### src/rtl/loop_sequencer.sv
// rtl/loop_sequencer.sv - issues loop iterations to a datapath one at a time over a valid/ready handshake
module loop_sequencer #(
  parameter int IDX_W = 8,
  parameter int C     = 2,
  parameter int STEP  = 1
) (
  input  logic             clk,
  input  logic             rst,
  input  logic             start,
  input  logic             cfg_use_default,
  input  logic [IDX_W-1:0] cfg_count,
  input  logic             abort,
  output logic             iter_valid,
  output logic [IDX_W-1:0] iter_idx,
  input  logic             iter_ready,
  input  logic             iter_done,
  output logic             busy,
  output logic             finish,
  output logic             aborted,
  output logic [IDX_W-1:0] iter_cnt
);

  typedef enum logic [1:0] {IDLE, ISSUE, WAIT, DONE} state_t;

  state_t           state;
  logic [IDX_W-1:0] trip_n;
  logic             zero_pend;
  logic [IDX_W-1:0] start_n;
  logic [IDX_W-1:0] cnt_inc;

  assign start_n = cfg_use_default ? IDX_W'(C) : cfg_count;
  assign cnt_inc = iter_cnt + 1'b1;

  always_ff @(posedge clk or negedge rst) begin
    if (!rst) begin
      state      <= IDLE;
      trip_n     <= '0;
      zero_pend  <= 1'b0;
      iter_valid <= 1'b0;
      iter_idx   <= '0;
      busy       <= 1'b0;
      finish     <= 1'b0;
      aborted    <= 1'b0;
      iter_cnt   <= '0;
    end else begin
      case (state)
        IDLE, DONE: begin
          // A zero-trip run spends one cycle in IDLE marked busy before it completes.
          if (zero_pend) begin
            state     <= DONE;
            zero_pend <= 1'b0;
            busy      <= 1'b0;
            finish    <= 1'b1;
          end else if (start) begin
            trip_n   <= start_n;
            iter_cnt <= '0;
            iter_idx <= '0;
            finish   <= 1'b0;
            aborted  <= 1'b0;
            busy     <= 1'b1;
            if (start_n == '0) begin
              state     <= IDLE;
              zero_pend <= 1'b1;
            end else begin
              state      <= ISSUE;
              iter_valid <= 1'b1;
            end
          end
        end

        ISSUE: begin
          if (abort) begin
            state      <= DONE;
            iter_valid <= 1'b0;
            busy       <= 1'b0;
            finish     <= 1'b1;
            aborted    <= 1'b1;
          end else if (iter_ready) begin
            state      <= WAIT;
            iter_valid <= 1'b0;
          end
        end

        WAIT: begin
          // Abort takes priority over a simultaneous completion, so the count stays frozen.
          if (abort) begin
            state   <= DONE;
            busy    <= 1'b0;
            finish  <= 1'b1;
            aborted <= 1'b1;
          end else if (iter_done) begin
            iter_cnt <= cnt_inc;
            if (cnt_inc == trip_n) begin
              state  <= DONE;
              busy   <= 1'b0;
              finish <= 1'b1;
            end else begin
              state      <= ISSUE;
              iter_idx   <= iter_idx + IDX_W'(STEP);
              iter_valid <= 1'b1;
            end
          end
        end

        default: state <= IDLE;
      endcase
    end
  end

endmodule
### config.mk
export PLATFORM = sky130hd
export DESIGN_NAME = loop_sequencer
export DESIGN_NICKNAME = d
export VERILOG_FILES = /design/src/rtl/loop_sequencer.sv
export SDC_FILE = /design/constraint.sdc
export NUM_CORES = 1
export LEC_CHECK = 0
export ABC_AREA = 0
export CAP_MARGIN = 20
export CORE_MARGIN = 2
export CORE_UTILIZATION = 47
export CTS_BUF_LIST = sky130_fd_sc_hd__clkbuf_8 sky130_fd_sc_hd__clkbuf_16
export CTS_CLUSTER_SIZE = 25
export DETAILED_ROUTE_END_ITERATION = 8
export PLACE_DENSITY = 0.84
export RECOVER_POWER = 50
export SYNTH_ARGS = -nofsm -noshare
export SYNTH_HDL_FRONTEND = slang
export SYNTH_SLANG_ARGS = --single-unit
### constraint.sdc
create_clock -name clk -period 2.23 [get_ports clk]
set_input_delay 0.446 -clock clk [delete_from_list [all_inputs] [get_ports clk]]
set_output_delay 0.446 -clock clk [all_outputs]
set_load 0.02 [all_outputs]
==> results.py, run 1 <==
metrics = {
    "die": {
        "die-height_um": 66.86,
        "num_io_pins": 35,
        "initial_core_util": 0.4997,
        "core_um2": 3716,
        "die_area_um2": 4470,
        "die_width_um": 66.86,
        "rows": 22,
    },
    "timing": {
        "grt_setup_unrepaired": "yes",
        "period_minus_slack_ns": 2.255,
        "final.setup.worst_slack_ns": -0.02468,
        "max_freq_mhz": 443.5,
        "final_min_period_over_clock_period": 1.011,
        "setup_viol_count_final": 5,
        "worst_clock_skew_ns": 0.006151,
        "worst_case_headroom_to_the_max_slew_limit": 0.5046,
        "report.final.slew_viol_count": 0,
        "final_count_of_hold_timing_violations": 0,
        "max_slew.worst_pin.slew_ns": 0.7431,
        "finalHoldWorstSlack_ns": 0.4988,
    },
    "clocking": {
        "cts_sinks": 31,
        "worst_skew_pair.late_latency_ns": 0.29,
        "cts_inserted_buffers": 5,
        "tritoncts_clock_tree": "built",
        "cts_root_buf": "sky130_fd_sc_hd__clkbuf_8",
        "htree_levels": 2,
        "ctsLongestPathBuffers": 2,
        "cts.reportedPaths.clkPinSlew_ns": 0.06,
    },
    "yosys": {
        "syn_area_cell_um2": 8.970,
        "synthTopCellsByCount": "31 x sky130_fd_sc_hd__dfrtp_1, 29 x sky130_fd_sc_hd__nand2_1, 25 x sky130_fd_sc_hd__o21ai_0, 13 x sky130_fd_sc_hd__nor2_1, 12 x sky130_fd_sc_hd__nand2b_1",
        "synth_ff_type": "sky130_fd_sc_hd__dfrtp_1",
        "yosysWarningCount": 0,
        "synth_top_area_cells": "sky130_fd_sc_hd__dfrtp_1 42%, sky130_fd_sc_hd__o21ai_0 6.7%, sky130_fd_sc_hd__nand2_1 5.9%, sky130_fd_sc_hd__nand2b_1 4.0%, sky130_fd_sc_hd__ha_1 2.7%",
        "flip_flop_and_latch_count_after_synthesis": 31,
        "post_synth_num_cell_types": 46,
        "fraction_of_synthesized_cell_area_taken_by_the_top_area_cell_type": 0.4178,
        "synth_async_sr_flop_share": 1.000,
        "yosys.cell_count.top_type": "sky130_fd_sc_hd__dfrtp_1",
        "synth.cell_area_um2": 1857,
        "post_synth_inst_count": 207,
        "synth_sequential_area_ratio": 0.4178,
        "synth.largest_area_cell": "sky130_fd_sc_hd__dfrtp_1",
        "number_of_enable_type_register_cells_in_the_synthesized_netlist": 0,
        "synth.net_count": 226,
    },
    "grt": {
        "groute.layer.met2.usage": 0.3488,
        "grt_pass1_wl_um": 7479,
        "grt_max_degree": 32,
        "top_usage_layer": "met2",
        "first_global_vias": 1646,
        "grt.met3_usage": 0.03547,
        "groute.usage.overall": 0.2219,
        "grt_remaining_overflow": 0,
        "globalRouteMet1Util": 0.3030,
        "grt_antenna_before_repair": 0,
    },
    "drt": {
        "drt_iter0_drc": 108,
        "detail_route.first_pass.iterations": 4,
        "drt_wl_total_um": 4848,
        "post_detailed_route_count_of_antenna_violating_nets": 0,
        "drt_drc_violations_left": 0,
        "wl_per_cell_um": 15.64,
        "avgViaCountPerCell": 5.790,
        "dr_total_vias": 1795,
    },
    "finish": {
        "layout-area-overhead-vs-synth_pct": 41.31,
        "layout.nets": 280,
        "num_antenna_cells": 0,
        "post_route_cells_drive_above_1_share": 0.2137,
        "fillerInstances": 279,
        "finalCoreUtilization": 0.7061,
        "seq_area_um2": 780.7,
        "multi_input_area_um2": 1146,
    },
    "placement": {
        "placement.io_buffers": 34,
        "detailedPlacementHpwl_um": 3098,
        "pre_cts_ws_ns": -0.05873,
        "place_congestion": 0.8725,
    },
    "run_status": {
        "status": "finished, violations left",
        "failed_checks": "setup timing",
    },
    "critical_path": {
        "path_class": "reg -> reg",
        "critPathMaxFanout": 11,
        "timing.critical_path.to_type": "register",
        "worstPathRequired_ns": 2.40,
        "worst-endpoint-arrival_ns": 2.42,
        "timing.critical_path.from_type": "register",
    },
    "hold_path": {
        "hold_class": "reg -> reg",
    },
    "job": {
        "cap_violations": 0,
    },
    "power_and_ir_drop": {
        "total_power_uw": 2956,
        "power-per-cell-area_nw_per_um2": 1127,
        "p_leak_uw": 0.001091,
        "ir_drop_v": 0.0008265,
    },
}
## timing repair
action / CTS / global route
resized for setup: 5 / 16
pin swaps: 2 / 0
hold buffers: 0 / 0
setup buffers: 0 / 4
endpoints found under the setup margin: 7 / 7
## worst max-delay path: stages, from the launching register on
cell	delay [ns]
sky130_fd_sc_hd__dfrtp_1	0.43
sky130_fd_sc_hd__xnor2_1	0.45
sky130_fd_sc_hd__nor3b_2	0.35
sky130_fd_sc_hd__nor4_4	0.10
sky130_fd_sc_hd__o311a_4	0.18
sky130_fd_sc_hd__a221oi_2	0.26
sky130_fd_sc_hd__mux2_2	0.36
## metrics by stage
step / instance area (µm²) / instances / setup TNS [ns]
after floorplan: 1879 / 207 / 0
after global placement: 2377 / 298 / 0
after detailed placement: 2377 / 298 / -0.2019
after CTS: 2502 / 306 / 0
after global routing: 2624 / 310 / -0.5601
final: 2624 / 310 / -0.09330
## logic make-up after synthesis
logic type                 after synthesis  share of synthesized area
adders and majority gates                4                    0.02696
and+or+nand+nor                         81                     0.2271
xor gates and xnor gates                 8                    0.03773
DFF                                     31                     0.4178
muxes                                    5                    0.02965
buffers and inverters                   18                    0.03841
AOI/OAI and AO/OA                       60                     0.2224
## final timing paths
check | start | end | slack [ns] | depth (start not counted)
max in group asynchronous | rst | iter_cnt[3] | 0.96 | 2
worst max-delay path | iter_cnt[6] | iter_valid | -0.02 | 6
min in group asynchronous | rst | trip_n[1] | 0.75 | 2
worst min register to register | aborted | aborted | 0.50 | 2
worst min-delay path | aborted | aborted | 0.50 | 2
worst max register to register | iter_cnt[6] | iter_valid | -0.02 | 6
## report_power, final
group / internal, µW / switching (µW) / total, µW
combinational: 689 / 889 / 1580
sequential: 735 / 163 / 898
clock: 277 / 204 / 480
## metal layers
layer / wire length, µm / share of wire
met1: 2091 / 0.43
met2: 2318 / 0.48
met3: 302 / 0.062
met4: 136 / 0.028
met5: 0 / 0
## flip-flops by register name (all words and copies together), names as in the netlist
register    cells
aborted         1
trip_n          8
finish          1
state           2
busy            1
zero_pend       1
iter_valid      1
iter_idx        8
iter_cnt        8
## final cells by class
type / count / area share
sequential: 31 / 0.2976
clock inverter: 1 / 0.001431
timing repair buffer: 56 / 0.1917
clock buffer: 7 / 0.03672
tap: 48 / 0.02289
inverter: 9 / 0.01288
multi-input combinational: 158 / 0.4368
## cell usage in the layout (no fill, tap or decap), types with 4 or more instances in the layout
cell type / n
sky130_fd_sc_hd__buf_4: 21
sky130_fd_sc_hd__nand3_1: 4
sky130_fd_sc_hd__nand2_1: 28
sky130_fd_sc_hd__a22o_1: 4
sky130_fd_sc_hd__dlygate4sd3_1: 6
sky130_fd_sc_hd__inv_1: 10
sky130_fd_sc_hd__nor2_1: 13
sky130_fd_sc_hd__o211ai_1: 4
sky130_fd_sc_hd__dfrtp_1: 27
sky130_fd_sc_hd__o21ai_0: 24
sky130_fd_sc_hd__clkbuf_8: 7
sky130_fd_sc_hd__nand2b_1: 12
sky130_fd_sc_hd__dfrtp_2: 4
sky130_fd_sc_hd__clkdlybuf4s50_1: 28
(Power assumes the default switching activity.)
==> inputs of run 2 (changes only) <==
--- a/config.mk
+++ b/config.mk
@@ -10,6 +10,7 @@
 export CORE_MARGIN = 2
 export CORE_UTILIZATION = 47
 export CTS_BUF_LIST = sky130_fd_sc_hd__clkbuf_8 sky130_fd_sc_hd__clkbuf_16
+export CTS_CLUSTER_DIAMETER = 150
 export CTS_CLUSTER_SIZE = 25
 export DETAILED_ROUTE_END_ITERATION = 8
 export PLACE_DENSITY = 0.84
==> results of run 2 <==
Same layout as run 1: the final DEF is identical, and so are final timing and power.
==> inputs of run 3 (changes only) <==
--- a/config.mk
+++ b/config.mk
@@ -13,6 +13,7 @@
 export CTS_CLUSTER_DIAMETER = 150
 export CTS_CLUSTER_SIZE = 25
 export DETAILED_ROUTE_END_ITERATION = 8
+export GPL_ROUTABILITY_DRIVEN = 0
 export PLACE_DENSITY = 0.84
 export RECOVER_POWER = 50
 export SYNTH_ARGS = -nofsm -noshare
==> results of run 3 <==
Same layout as run 1: the final DEF is identical, and so are final timing and power.
